==> src/rtl/dmem_pkg.sv <==
// Shared types and encodings for the data-memory load/store controller.
// - state_e  : controller FSM states
// - SZ_*     : req_size encodings (11 is illegal)
// - BWE_*    : common byte-write-enable patterns
package dmem_pkg;

  typedef enum logic [1:0] {
    IDLE,
    ISSUE,
    WAIT,
    RESP
  } state_e;

  localparam logic [1:0] SZ_B = 2'b00;
  localparam logic [1:0] SZ_H = 2'b01;
  localparam logic [1:0] SZ_W = 2'b10;

  localparam logic [3:0] BWE_NONE = 4'b0000;
  localparam logic [3:0] BWE_LO   = 4'b0011;
  localparam logic [3:0] BWE_HI   = 4'b1100;
  localparam logic [3:0] BWE_ALL  = 4'b1111;

endpackage

==> src/rtl/dmem_lsu_ctrl_if.sv <==
// Bundle of the CPU request/response handshake and the SRAM bus seen by dmem_lsu_ctrl.
// - master : CPU datapath plus SRAM macro (drives req_*, sram_rdata)
// - slave  : the controller (drives req_ready, rsp_*, busy, sram_* except sram_rdata)
interface dmem_lsu_ctrl_if #(
  parameter int unsigned ADDR_W  = 32,
  parameter int unsigned SRAM_AW = 10
);

  logic               req_valid;
  logic               req_ready;
  logic               req_we;
  logic [1:0]         req_size;
  logic               req_unsigned;
  logic [ADDR_W-1:0]  req_addr;
  logic [31:0]        req_wdata;

  logic               rsp_valid;
  logic [31:0]        rsp_rdata;
  logic               rsp_err;
  logic               busy;

  logic               sram_cs;
  logic               sram_we;
  logic [3:0]         sram_bwe;
  logic [SRAM_AW-1:0] sram_addr;
  logic [31:0]        sram_wdata;
  logic [31:0]        sram_rdata;

  modport master (
    output req_valid, req_we, req_size, req_unsigned, req_addr, req_wdata, sram_rdata,
    input  req_ready, rsp_valid, rsp_rdata, rsp_err, busy,
    input  sram_cs, sram_we, sram_bwe, sram_addr, sram_wdata
  );

  modport slave (
    input  req_valid, req_we, req_size, req_unsigned, req_addr, req_wdata, sram_rdata,
    output req_ready, rsp_valid, rsp_rdata, rsp_err, busy,
    output sram_cs, sram_we, sram_bwe, sram_addr, sram_wdata
  );

endinterface

==> src/rtl/dmem_lane_fmt.sv <==
// Byte-lane formatting shared by the store and load paths (purely combinational).
// - size_i, addr_lo_i : access size and byte offset within the word
// - unsigned_i        : zero-extend sub-word loads instead of sign-extending
// - wdata_i / wdata_o : right-aligned store data / lane-replicated SRAM write data
// - bwe_o             : per-byte write enables for the store
// - rdata_i / rdata_o : raw SRAM word / selected and extended load result
module dmem_lane_fmt
  import dmem_pkg::*;
(
  input  logic [1:0]  size_i,
  input  logic [1:0]  addr_lo_i,
  input  logic        unsigned_i,
  input  logic [31:0] wdata_i,
  input  logic [31:0] rdata_i,
  output logic [3:0]  bwe_o,
  output logic [31:0] wdata_o,
  output logic [31:0] rdata_o
);

  logic [7:0]  byte_sel;
  logic [15:0] half_sel;

  always_comb begin
    byte_sel = rdata_i[{addr_lo_i, 3'b000} +: 8];
    half_sel = addr_lo_i[1] ? rdata_i[31:16] : rdata_i[15:0];

    bwe_o   = BWE_NONE;
    wdata_o = 32'h0;
    rdata_o = 32'h0;

    unique case (size_i)
      SZ_B: begin
        bwe_o   = 4'b0001 << addr_lo_i;
        wdata_o = {4{wdata_i[7:0]}};
        rdata_o = unsigned_i ? {24'h0, byte_sel} : {{24{byte_sel[7]}}, byte_sel};
      end
      SZ_H: begin
        bwe_o   = addr_lo_i[1] ? BWE_HI : BWE_LO;
        wdata_o = {2{wdata_i[15:0]}};
        rdata_o = unsigned_i ? {16'h0, half_sel} : {{16{half_sel[15]}}, half_sel};
      end
      SZ_W: begin
        bwe_o   = BWE_ALL;
        wdata_o = wdata_i;
        rdata_o = rdata_i;
      end
      default: begin
        bwe_o   = BWE_NONE;
        wdata_o = 32'h0;
        rdata_o = 32'h0;
      end
    endcase
  end

endmodule

==> src/rtl/dmem_lsu_ctrl.sv <==
// Load/store controller between the CPU datapath and a synchronous single-port data SRAM.
// Accepts one request at a time over a valid/ready handshake, drives a single SRAM cycle,
// waits WAIT_STATES cycles for read data and returns a one-cycle response pulse.
// - clk  : rising-edge clock
// - rst  : synchronous active-high reset
// - bus  : request/response handshake and SRAM bus (slave view)
module dmem_lsu_ctrl
  import dmem_pkg::*;
#(
  parameter int unsigned ADDR_W      = 32,
  parameter int unsigned DEPTH_WORDS = 1024,
  parameter int unsigned WAIT_STATES = 1
) (
  input  logic          clk,
  input  logic          rst,
  dmem_lsu_ctrl_if.slave bus
);

  localparam int unsigned SRAM_AW  = $clog2(DEPTH_WORDS);
  localparam logic [3:0]  WaitInit = 4'(WAIT_STATES);

  if (WAIT_STATES < 1 || WAIT_STATES > 15) begin : gen_bad_wait_states
    $error("dmem_lsu_ctrl: WAIT_STATES must be in 1..15");
  end
  if (ADDR_W < SRAM_AW + 2) begin : gen_bad_addr_w
    $error("dmem_lsu_ctrl: ADDR_W too narrow for DEPTH_WORDS");
  end

  state_e             state_q, state_d;
  logic [3:0]         cnt_q, cnt_d;
  logic [31:0]        rdata_q, rdata_d;

  logic               we_q;
  logic [1:0]         size_q;
  logic               uns_q;
  logic [SRAM_AW+1:0] addr_q;
  logic [31:0]        wdata_q;
  logic               err_q;

  logic               accept;
  logic               req_err;
  logic [ADDR_W-1:0]  word_idx;

  logic [3:0]         fmt_bwe;
  logic [31:0]        fmt_wdata;
  logic [31:0]        fmt_rdata;

  assign bus.req_ready = (state_q == IDLE) && !rst;
  assign bus.busy      = (state_q != IDLE);
  assign bus.rsp_rdata = rdata_q;
  assign accept        = bus.req_valid && bus.req_ready;
  assign word_idx      = bus.req_addr >> 2;

  // Decided on the live request so an error can skip the SRAM entirely.
  always_comb begin
    req_err = 1'b0;
    unique case (bus.req_size)
      SZ_B:    req_err = 1'b0;
      SZ_H:    req_err = bus.req_addr[0];
      SZ_W:    req_err = |bus.req_addr[1:0];
      default: req_err = 1'b1;
    endcase
    if (word_idx >= ADDR_W'(DEPTH_WORDS)) begin
      req_err = 1'b1;
    end
  end

  dmem_lane_fmt u_lane_fmt (
    .size_i     (size_q),
    .addr_lo_i  (addr_q[1:0]),
    .unsigned_i (uns_q),
    .wdata_i    (wdata_q),
    .rdata_i    (bus.sram_rdata),
    .bwe_o      (fmt_bwe),
    .wdata_o    (fmt_wdata),
    .rdata_o    (fmt_rdata)
  );

  always_comb begin
    state_d        = state_q;
    cnt_d          = cnt_q;
    rdata_d        = rdata_q;
    bus.sram_cs    = 1'b0;
    bus.sram_we    = 1'b0;
    bus.sram_bwe   = BWE_NONE;
    bus.sram_addr  = '0;
    bus.sram_wdata = 32'h0;
    bus.rsp_valid  = 1'b0;
    bus.rsp_err    = 1'b0;

    unique case (state_q)
      IDLE: begin
        if (accept) begin
          if (req_err) begin
            state_d = RESP;
            rdata_d = 32'h0;
          end else begin
            state_d = ISSUE;
          end
        end
      end
      ISSUE: begin
        bus.sram_cs    = 1'b1;
        bus.sram_we    = we_q;
        bus.sram_addr  = addr_q[SRAM_AW+1:2];
        bus.sram_bwe   = we_q ? fmt_bwe : BWE_NONE;
        bus.sram_wdata = we_q ? fmt_wdata : 32'h0;
        cnt_d          = WaitInit;
        state_d        = WAIT;
      end
      WAIT: begin
        cnt_d = cnt_q - 4'd1;
        // Last wait cycle: SRAM read data is valid now.
        if (cnt_q == 4'd1) begin
          rdata_d = we_q ? 32'h0 : fmt_rdata;
          cnt_d   = 4'd0;
          state_d = RESP;
        end
      end
      RESP: begin
        bus.rsp_valid = 1'b1;
        bus.rsp_err   = err_q;
        state_d       = IDLE;
      end
      default: state_d = IDLE;
    endcase
  end

  always_ff @(posedge clk) begin
    if (rst) begin
      state_q <= IDLE;
      cnt_q   <= 4'd0;
      rdata_q <= 32'h0;
      we_q    <= 1'b0;
      size_q  <= SZ_B;
      uns_q   <= 1'b0;
      addr_q  <= '0;
      wdata_q <= 32'h0;
      err_q   <= 1'b0;
    end else begin
      state_q <= state_d;
      cnt_q   <= cnt_d;
      rdata_q <= rdata_d;
      if (accept) begin
        we_q    <= bus.req_we;
        size_q  <= bus.req_size;
        uns_q   <= bus.req_unsigned;
        addr_q  <= bus.req_addr[SRAM_AW+1:0];
        wdata_q <= bus.req_wdata;
        err_q   <= req_err;
      end
    end
  end

endmodule

==> src/flat_wrapper.sv <==
// flat-port wrapper written by rule: the top's interface ports become plain ports
module dmem_lsu_ctrl_flat import dmem_pkg::*;
#(
  parameter int unsigned ADDR_W      = 32,
  parameter int unsigned DEPTH_WORDS = 1024,
  parameter int unsigned WAIT_STATES = 1
)
  (clk, rst, bus_req_valid, bus_req_we, bus_req_size, bus_req_unsigned, bus_req_addr, bus_req_wdata, bus_sram_rdata, bus_req_ready, bus_rsp_valid, bus_rsp_rdata, bus_rsp_err, bus_busy, bus_sram_cs, bus_sram_we, bus_sram_bwe, bus_sram_addr, bus_sram_wdata);
  dmem_lsu_ctrl_if #(.ADDR_W(ADDR_W), .SRAM_AW(10)) bus_i ();
  input  logic clk;
  input  logic rst;
  input wire logic [$bits(bus_i.req_valid)-1:0] bus_req_valid;
  input wire logic [$bits(bus_i.req_we)-1:0] bus_req_we;
  input wire logic [$bits(bus_i.req_size)-1:0] bus_req_size;
  input wire logic [$bits(bus_i.req_unsigned)-1:0] bus_req_unsigned;
  input wire logic [$bits(bus_i.req_addr)-1:0] bus_req_addr;
  input wire logic [$bits(bus_i.req_wdata)-1:0] bus_req_wdata;
  input wire logic [$bits(bus_i.sram_rdata)-1:0] bus_sram_rdata;
  output wire logic [$bits(bus_i.req_ready)-1:0] bus_req_ready;
  output wire logic [$bits(bus_i.rsp_valid)-1:0] bus_rsp_valid;
  output wire logic [$bits(bus_i.rsp_rdata)-1:0] bus_rsp_rdata;
  output wire logic [$bits(bus_i.rsp_err)-1:0] bus_rsp_err;
  output wire logic [$bits(bus_i.busy)-1:0] bus_busy;
  output wire logic [$bits(bus_i.sram_cs)-1:0] bus_sram_cs;
  output wire logic [$bits(bus_i.sram_we)-1:0] bus_sram_we;
  output wire logic [$bits(bus_i.sram_bwe)-1:0] bus_sram_bwe;
  output wire logic [$bits(bus_i.sram_addr)-1:0] bus_sram_addr;
  output wire logic [$bits(bus_i.sram_wdata)-1:0] bus_sram_wdata;
  assign bus_i.req_valid = bus_req_valid;
  assign bus_i.req_we = bus_req_we;
  assign bus_i.req_size = bus_req_size;
  assign bus_i.req_unsigned = bus_req_unsigned;
  assign bus_i.req_addr = bus_req_addr;
  assign bus_i.req_wdata = bus_req_wdata;
  assign bus_i.sram_rdata = bus_sram_rdata;
  assign bus_req_ready = bus_i.req_ready;
  assign bus_rsp_valid = bus_i.rsp_valid;
  assign bus_rsp_rdata = bus_i.rsp_rdata;
  assign bus_rsp_err = bus_i.rsp_err;
  assign bus_busy = bus_i.busy;
  assign bus_sram_cs = bus_i.sram_cs;
  assign bus_sram_we = bus_i.sram_we;
  assign bus_sram_bwe = bus_i.sram_bwe;
  assign bus_sram_addr = bus_i.sram_addr;
  assign bus_sram_wdata = bus_i.sram_wdata;
  dmem_lsu_ctrl #(.ADDR_W(ADDR_W), .DEPTH_WORDS(DEPTH_WORDS), .WAIT_STATES(WAIT_STATES)) u_core (.clk(clk), .rst(rst), .bus(bus_i));
endmodule
==> config.mk <==
export PLATFORM = sky130hd
export DESIGN_NAME = dmem_lsu_ctrl_flat
export DESIGN_NICKNAME = d
export VERILOG_FILES = /design/src/rtl/dmem_pkg.sv /design/src/rtl/dmem_lsu_ctrl_if.sv /design/src/rtl/dmem_lane_fmt.sv /design/src/rtl/dmem_lsu_ctrl.sv /design/src/flat_wrapper.sv
export SDC_FILE = /design/constraint.sdc
export NUM_CORES = 1
export LEC_CHECK = 0
export BUFFER_PORTS_ARGS = -buffer_cell sky130_fd_sc_hd__buf_4
export CELL_PAD_IN_SITES_DETAIL_PLACEMENT = 0
export CELL_PAD_IN_SITES_GLOBAL_PLACEMENT = 1
export CORE_MARGIN = 2
export CORE_UTILIZATION = 38
export CTS_CLUSTER_DIAMETER = 200
export CTS_CLUSTER_SIZE = 12
export DETAILED_ROUTE_END_ITERATION = 8
export PLACE_DENSITY = 0.92
export SLEW_MARGIN = 25
export SYNTH_ARGS = -nofsm -noshare
export SYNTH_HDL_FRONTEND = slang
export SYNTH_SLANG_ARGS = --single-unit
==> constraint.sdc <==
create_clock -name clk -period 5.51 [get_ports clk]
set_input_delay 1.102 -clock clk [delete_from_list [all_inputs] [get_ports clk]]
set_output_delay 1.102 -clock clk [all_outputs]
set_load 0.1 [all_outputs]
==> Word level (Yosys, flattened, before mapping) <==
Index checks and enable logic that the tools add are counted.
{ "word_totals": {"ff_bits": 87, "in_bits": 103, "output_inout_bits": 84} }
{ "classes": {"mux": 29, "addsub": 1, "eq_ne": 11, "n_lt_le_gt_ge": 1, "shifts": 2, "reduce_logical": 12} }
{ "op_table": {"columns": ["cell", "n"], "rows": [
  ["32-bit 2-to-1 mux", 8],
  ["32-bit case mux with 3 select lines", 2],
  ["32-bit case mux with 2 select lines", 1],
  ["32-bit by 6-bit variable part select with 8-bit output", 1],
  ["30-bit by 11-bit greater-or-equal comparator with 1-bit output, second input constant", 1],
  ["16-bit 2-to-1 mux", 1],
  ["4-bit 2-to-1 mux", 4],
  ["4-bit case mux with 3 select lines", 1],
  ["10-bit 2-to-1 mux", 1],
  ["2-bit == test, second input constant", 4],
  ["2-bit case mux with 4 select lines", 1],
  ["4-bit case mux with 2 select lines", 1],
  ["2-bit by 1-bit == test with 1-bit output, second input constant", 3],
  ["2-bit logical NOT", 3],
  ["2-bit 2-to-1 mux", 3],
  ["2-bit by 1-bit != test with 1-bit output, second input constant", 3],
  ["2-bit nonzero test", 3],
  ["1-bit 2-to-1 mux", 5],
  ["4-bit by 1-bit == test with 1-bit output, second input constant", 1],
  ["4-bit AND reduction", 1],
  ["1-bit by 2-bit << shifter with 4-bit output, first input constant", 1],
  ["4-bit by 1-bit subtractor with 4-bit output, second input constant", 1],
  ["1-bit case mux with 3 select lines", 1],
  ["1-bit logical AND", 2],
  ["3 further kinds", 3]
]} }

==> Longest topological paths before layout <==
Gate-level depths: netlist (run 1).
{ "logic_depth": {"ltp_word": 6, "mapped_depth": 8, "ltp_nobuf": 7} }

==> Modules after synthesis <==
A second synthesis (run 1) with hierarchy kept.
{ "unflattened": {"hier_cells": 782, "hier_area_um2": 5894.4} }
{ "by_module_without_submodules": {"columns": ["module", "n_inst", "seq_area_each_um2", "cells_per_inst", "area_per_inst_um2"], "rows": [
  ["dmem_lsu_ctrl", 1, 1741.7, 598, 4743.3],
  ["dmem_lane_fmt", 1, 0.0, 184, 1151.1]
]} }

==> Worst setup path before layout (run 1) <==
No wires, ideal clock.
{ "synth_path": {"kind": "reg2out", "from": "register u_core.state_q[1]", "to": "output port bus_sram_bwe[3]", "stages_incl_launch_ff": 7, "t_arrival_ns": 3.929, "path_slack_ns": 0.479, "path_cell_list": "dfxtp_1 -> inv_1 -> ha_1 -> nand2_1 -> inv_1 -> nand2_1 -> a21oi_1"} }
{ "synth_between": {"elab_chain_len": 2} }
{ "synth_lines": {"columns": ["item", "line", "text"], "rows": [
  ["start, declared", "dmem_lsu_ctrl.sv:29", "state_e state_q, state_d;"],
  ["start signal, assigned", "dmem_lsu_ctrl.sv:141", "state_q <= state_d;"],
  ["2-bit by 1-bit == test with 1-bit output", "dmem_lsu_ctrl.sv:91", "unique case (state_q)"],
  ["4-bit 2-to-1 mux", "dmem_lsu_ctrl.sv:91", null],
  ["end, declared", "flat_wrapper.sv:26", "output wire logic [$bits(bus_i.sram_bwe)-1:0] bus_sram_bwe;"]
]} }
Every way passes these cells.

==> Final worst setup path (run 1) <==
{ "layout_path": {"from": "register u_core.state_q[1]", "to": "output port bus_sram_wdata[7]"} }
{ "layout_between": {"elab_chain_len": 2} }
{ "layout_lines": {"columns": ["item", "line", "text"], "rows": [
  ["2-bit by 1-bit == test with 1-bit output", "dmem_lsu_ctrl.sv:91", null],
  ["32-bit 2-to-1 mux", "dmem_lsu_ctrl.sv:91", null],
  ["end, declared", "flat_wrapper.sv:28", "output wire logic [$bits(bus_i.sram_wdata)-1:0] bus_sram_wdata;"]
]} }
Every way passes these cells.

==> results of run 1 <==
power groups by stage:
stage	Combinational [mW]	Sequential, mW	Clock (mW)
CTS	1.02	0.814	0.724
floorplan	0.744	0.860	0
global route	1.09	0.827	0.750
detailed placement	1.02	0.827	0
global placement	0.991	0.823	0
finish	1.02	0.815	0.712
layer usage:
layer / vias to the layer above / global-route usage / routed length [microns]
met1: 2208 / 0.2736 / 6676
met5: - / 0 / 0
met2: 206 / 0.3443 / 7049
met4: 0 / 0.07003 / 207
li1: 2329 / - / -
met3: 18 / 0.03828 / 966
cell families after synthesis:
logic type,synth area share
AND/OR/NAND/NOR,0.3166
AO/OA/AOI/OAI,0.1254
flip-flops,0.3554
buffers and inverters,0.05055
multiplexers,0.1343
adder cells (fa/ha/maj),0.01787
cell usage after synthesis, drive strengths merged:
library cell,instances,area share
a211o,1,0.0020
a211oi,2,0.0031
a21oi,46,0.047
a22oi,31,0.047
a32oi,1,0.0018
and2,21,0.027
and3,2,0.0026
buf,21,0.027
clkbuf,24,0.018
dfxtp,87,0.36
ha,7,0.018
inv,7,0.0054
mux2,39,0.11
mux2i,11,0.022
nand2,120,0.094
nand2b,4,0.0051
nand3,11,0.011
nand3b,47,0.072
nand4b,1,0.0018
nor2,50,0.040
nor2b,35,0.046
nor3,4,0.0051
nor3b,1,0.0026
nor4,6,0.0077
o211ai,1,0.0015
o21ai,7,0.010
o21bai,1,0.0015
o22a,2,0.0036
o22ai,1,0.0013
o31ai,2,0.0059
or2,1,0.0013
metrics by stage:
stage	cell area (sq um)	util
floorplan	4901	-
global placement	6317	0.5006
detailed placement	6322	0.5010
CTS	6669	0.5285
global route	6669	0.5285
finish	6669	0.5285
layout make-up:
cell class | count | area (sq um) | share of cell area
clock buffers | 11 | 242.7 | 0.03640
clock inverters | 5 | 103.9 | 0.01557
inverters | 7 | 26.28 | 0.003940
multi-input cells | 455 | 2920 | 0.4379
flip-flops and latches | 87 | 1742 | 0.2612
well taps | 172 | 215.2 | 0.03227
repair buffers | 189 | 1419 | 0.2128
registers in the layout, indices dropped and copies added, names as in the netlist:
| signal | cells |
|---|---|
| u_core.cnt_q | 4 |
| u_core.state_q | 2 |
| u_core.uns_q | 1 |
| u_core.err_q | 1 |
| u_core.bus.rsp_rdata | 32 |
| u_core.wdata_q | 32 |
| u_core.we_q | 1 |
| u_core.addr_q | 12 |
| u_core.size_q | 2 |
path summary, 6_finish.rpt:
kind	start	to	slack, ps	cells past startpoint
worst min-delay path	u_core.wdata_q[16]	u_core.wdata_q[16]	480	2
worst max-delay path	u_core.state_q[1]	bus_sram_wdata[7]	1420	6
worst min register to register	u_core.wdata_q[16]	u_core.wdata_q[16]	480	2
worst max register to register	u_core.state_q[0]	u_core.bus.rsp_rdata[12]	2470	7
worst max-delay path, stage by stage (launching register included):
cell and delay, ps:
dfxtp_1 340, inv_1 100, ha_1 400, nand2_1 590, a21oi_1 680, and2_1 230, buf_4 290
==> metrics.md, run 1 <==
| Metric | Value |
|---|---|
| Status | `complete, no violations` |
| Initial core utilization | `0.3884` |
| Sequential power share | `0.320` |
| ANT nets after route | `0` |
| Worst Hold Class | `register to register` |
| WP data required | `about 4400 ps` |
| Die Ht | `117.6 microns` |
| Fill cell count | `1217` |
| Yosys reg bits | `87` |
| Clock sink count | `87` |
| Clock network power share | `0.280` |
| Antenna fix cells | `0` |
| DR WL/cell | `16.09 microns` |
| Tot GR Track Use | `0.2081` |
| # resized after CTS | `0` |
| Setup Viol. Count Final | `0` |
| Relative slew slack | `0.3748` |
| Critical setup path kind | `register to output pin` |
| Total Power | `2.545 mW` |
| Clock-pin slew on the worst setup and hold paths | `60 ps` |
| DP Worst Slack | `about 1600 ps` |
| Port Buf Inserts | `186` |
| RSZ-0062 raised after global routing | `false` |
| Post-Syn Area | `0.004901 sq mm` |
| Max VDD drop | `between 150 and 200 uV` |
| Slew @ Worst Pin | `937.8 ps` |
| Total wire length | `14.90 mm` |
| Vias in the first global route | `4637` |
| Drt pass-1 iters | `5` |
| Sw Ratio | `0.4050` |
| Max frequency | `between 200 and 250 MHz` |
| Startpoint types | `register` |
| Nets | `approximately 860` |
| P_int | `1.514 mW` |
| DR vias | `4761` |
| Cells after Synth | `594` |
| Top Ports | `~190` |
| TritonCTS clock tree | `yes` |
| Min Clock Period, post-route | `4088 ps` |
| Worst skew pair latency | `340 ps` |
| Die width | `117.6 microns` |
| CTS root buf | `clkbuf_16` |
| Via density | `5.141` |
| Remaining DRCs | `0` |
| Die ar. | `~0.014 sq mm` |
| Initial antenna violation count | `0` |
| Clk buf depth | `2` |
| Post-Syn Nets | `704` |
| Mean Syn Cell Area | `8.251 sq um` |
| PD cells | `between 300 and 400 mW/mm^2` |
| Ys Warns | `0` |
| Commonest cells after routing, fill and taps aside | `buf_4 (189), nand2_1 (118), dfxtp_1 (87), nor2_1 (47), nand3b_1 (47)` |
| Final HPWL from detailed placement | `10.72 mm` |
| Yosys cell types | `45` |
| Worst Skew | `5.784 ps` |
| Critical path endpoint category | `output pin` |
| CP arrival | `between 2000 and 3000 ps` |
| Post-Route Setup TNS | `0 ps` |
| Post-synthesis sequential area ratio | `0.3554` |
| Tightest hold margin | `between 400 and 500 ps` |
| Logic gate share of total power | `0.400` |
| Hold-fix buffers, CTS | `0` |
| Layout cells sized above 1 | `0.3422` |
| Final GP Congestion | `around 0.87` |
| Grt total ovfl | `0` |
| Core footprint | `approximately 0.013 sq mm` |
| Psw | `1.031 mW` |
| H-tree level count | `3` |
| Cell row count | `41` |
| Worst-path fanout max | `26` |
| CTS Buf Count | `9` |
| Fin cells | `926` |
| Max Cap Viol | `0` |
| First-pass GRT wire length | `23.45 mm` |
| Hold Vio Cnt, Final | `0` |
| Slew Viols, Final | `0` |
| Static leakage | `3.021 nW` |
| Largest net degree at the start of global routing | `90` |
| P&R area growth vs syn | `36.07%` |
| Placed cells | `just over 900` |
| Initial DRC count | `271` |
| Final period util | `0.7420` |
| Worst setup margin | `between 1000 and 1500 ps` |
| Commonest non-fill, non-tap cell in the layout | `buf_4` |
| Post-CTS Setup Inserts | `0` |
No activity file was read; power rests on OpenSTA's default activity.
==> inputs of run 2 (changes only) <==
Settings changed: ABC_AREA set to 1, CORE_UTILIZATION 38 to 33, PLACE_DENSITY 0.92 to 0.87.
Clock period 5.51 ns to 4 ns, I/O delays scaled along.
==> metrics.md, run 2 <==
| Metric | Value |
|---|---|
| Static leakage | `3.527 nW` |
| DR vias | `5576` |
| Cell row count | `45` |
| Worst Skew | `~6.3 ps` |
| Logic gate share of total power | `0.550` |
| CP Buf/Inv Count | `4` |
| Critical setup path kind | `register to output pin` |
| # resized after CTS | `0` |
| Tot GR Track Use | `0.1950` |
| Commonest cells in the netlist | `nand2_1 (232), inv_1 (134), nor2_1 (111)` |
| Initial core utilization | `0.3360` |
| Ys Warns | `0` |
| Via density | `4.651` |
| Hold Vio Cnt, Final | `0` |
| Synth top area share | `0.3435` |
| Psw | `~2.4 mW` |
| TritonCTS clock tree | `yes` |
| Die ar. | `0.01637 sq mm` |
| Startpoint types | `register` |
| Slew Viols, Final | `0` |
| Total wire length | `16.23 mm` |
| Clock-pin slew on the worst setup and hold paths | `70 ps` |
| Die Ht | `128.0 microns` |
| Clk buf depth | `2` |
| Drt pass-1 iters | `5` |
| Commonest cells after routing, fill and taps aside | `nand2_1 (232), buf_4 (194), inv_1 (134), nor2_1 (111), dfxtp_1 (87)` |
| P_int | `roughly 2.1 mW` |
| WP data required | `3200 ps` |
| Initial antenna violation count | `0` |
| Cells after Synth | `850` |
| Commonest non-fill, non-tap cell in the layout | `nand2_1` |
| Max VDD drop | `about 340 uV` |
| Core footprint | `0.01509 sq mm` |
| Yosys reg bits | `87` |
| CTS Buf Count | `9` |
| Vias in the first global route | `between 5000 and 6000` |
| Port Buf Inserts | `between 150 and 200` |
| Family with the most delay on the worst path | `buffers and inverters` |
| Final period util | `0.9156` |
| Worst-path fanout max | `18` |
| Initial DRC count | `366` |
| Primary FF master, synth | `dfxtp_1` |
| Largest net degree at the start of global routing | `71` |
| Worst path cell trace | `inv_1 > ha_1 > nand2_1 > buf_4 > nor2_2 > inv_1 > a31oi_2 > buf_4` |
| Post-synthesis sequential area ratio | `0.3435` |
| Reg2reg setup slack | `between 1500 and 2000 ps` |
| Worst Hold Class | `register to register` |
| Max Cap Viol | `0` |
| Most area-consuming cells after synthesis | `dfxtp_1 (34%), nand2_1 (17%), inv_1 (9.9%)` |
| Remaining DRCs | `0` |
| Mean Syn Cell Area | `5.965 sq um` |
| Relative slew slack | `0.5104` |
| ANT nets after route | `0` |
| Antenna fix cells | `0` |
| CTS root buf | `clkbuf_16` |
| Nets | `between 1000 and 1500` |
| Grt total ovfl | `0` |
| Clock network power share | `0.184` |
| Status | `complete, no violations` |
| First-pass GRT wire length | `25.48 mm` |
| Total Power | `4.487 mW` |
| RSZ-0062 raised after global routing | `false` |
| Clock sink count | `87` |
| Worst setup margin | `roughly 340 ps` |
| Min Clock Period, post-route | `3662 ps` |
| Top-count cell post-synth | `nand2_1` |
| Final HPWL from detailed placement | `12.12 mm` |
| Slew @ Worst Pin | `733.3 ps` |
| Layout Utilization | `0.4539` |
| EDFF count, synth | `0` |
| Post-Syn Nets | `960` |
| Post-CTS Setup Inserts | `0` |
| Asr flop ratio synth | `0` |
| CP arrival | `2860 ps` |
| DP Worst Slack | `~750 ps` |
| Leading area contributor after synthesis | `dfxtp_1` |
| Max frequency | `273.0 MHz` |
| Worst skew pair latency | `360 ps` |
| Yosys cell types | `30` |
| Slowest-stage cell, CP | `ha_1` |
| PD cells | `655.2 mW/mm^2` |
| Crit-path max cell delay | `460 ps` |
| Final GP Congestion | `0.9001` |
| Die width | `roughly 130 microns` |
| Layout cells sized above 1 | `0.2275` |
| Sequential power share | `0.266` |
| Post-Syn Area | `0.005070 sq mm` |
| DR WL/cell | `13.54 microns` |
| P&R area growth vs syn | `35.09%` |
| Top Ports | `187` |
| Sw Ratio | `0.5254` |
| H-tree level count | `3` |
| Critical path endpoint category | `output pin` |
| Hold-fix buffers, CTS | `0` |
| Setup Viol. Count Final | `0` |
-- run 2: cell count changes after synthesis, sizes merged, moves of 23 or more --
cell | previous run | this run
a21oi | 46 | 86
nand2 | 120 | 233
mux2 | 39 | 0
o21ai | 7 | 76
nor2 | 50 | 114
nor2b | 35 | 0
inv | 7 | 140
nand3b | 47 | 0
a22oi | 31 | 8
-- run 2: worst paths after layout --
path	start	endpoint	cells after the start
max	u_core.state_q[1]	bus_sram_bwe[2]	8
min	u_core.wdata_q[28]	u_core.wdata_q[28]	2
max reg2reg	u_core.addr_q[1]	u_core.bus.rsp_rdata[17]	10
min reg2reg	u_core.wdata_q[28]	u_core.wdata_q[28]	2
-- run 2: logic make-up after synthesis --
family,after synthesis,share of synthesized area
and+or+nand+nor,381,0.2979
buffers and inverters,189,0.1466
AOI/OAI and AO/OA,184,0.1913
DFF,87,0.3435
adders and majority gates,7,0.01727
xor gates and xnor gates,2,0.003456
-- run 2: final cells by class --
type | instances | area [sq um]
multi-input cells | 574 | 2609
inverters | 140 | 525.5
flip-flops and latches | 87 | 1742
repair buffers | 194 | 1456
fillers | 1629 | 8240
well taps | 188 | 235.2
clock inverters | 7 | 56.30
clock buffers | 9 | 225.2
-- run 2: metal layers --
layer | GRT usage | wire [microns] | up-vias
li1 | - | - | 2931
met1 | 0.2629 | 7612 | 2476
met2 | 0.3114 | 7473 | 145
met3 | 0.03923 | 755 | 24
met4 | 0.06658 | 387 | 0
met5 | 0 | 0 | -
-- run 2: power by group through the flow --
stage | clock network (mW) | logic (mW) | registers (mW)
finish | 0.824 | 2.47 | 1.19
global route | 0.881 | 2.71 | 1.22
CTS | 0.834 | 2.48 | 1.20
detailed placement | 0 | 2.47 | 1.22
global placement | 0 | 2.46 | 1.21
floorplan | 0 | 1.36 | 1.78
-- run 2: per-stage QoR --
step           hold WS [ps]  instances  cell area (sq um)  TNS, ps
5_1_grt               476.4       1199               6849        0
3_5_place_dp          446.4       1183               6568        0
3_3_place_gp          445.6       1183               6568        0
2_1_floorplan         430.3        850               5094    -1588
4_1_cts               457.4       1199               6849        0
6_report              453.4       1199               6849        0
-- run 2: worst register-to-register path, delay by kind of cell, from the launching register on --
kind,cells,cell delay (ps)
AOI/OAI and AO/OA,2,290
buffers and inverters,3,660
and+or+nand+nor,5,780
DFF,1,640
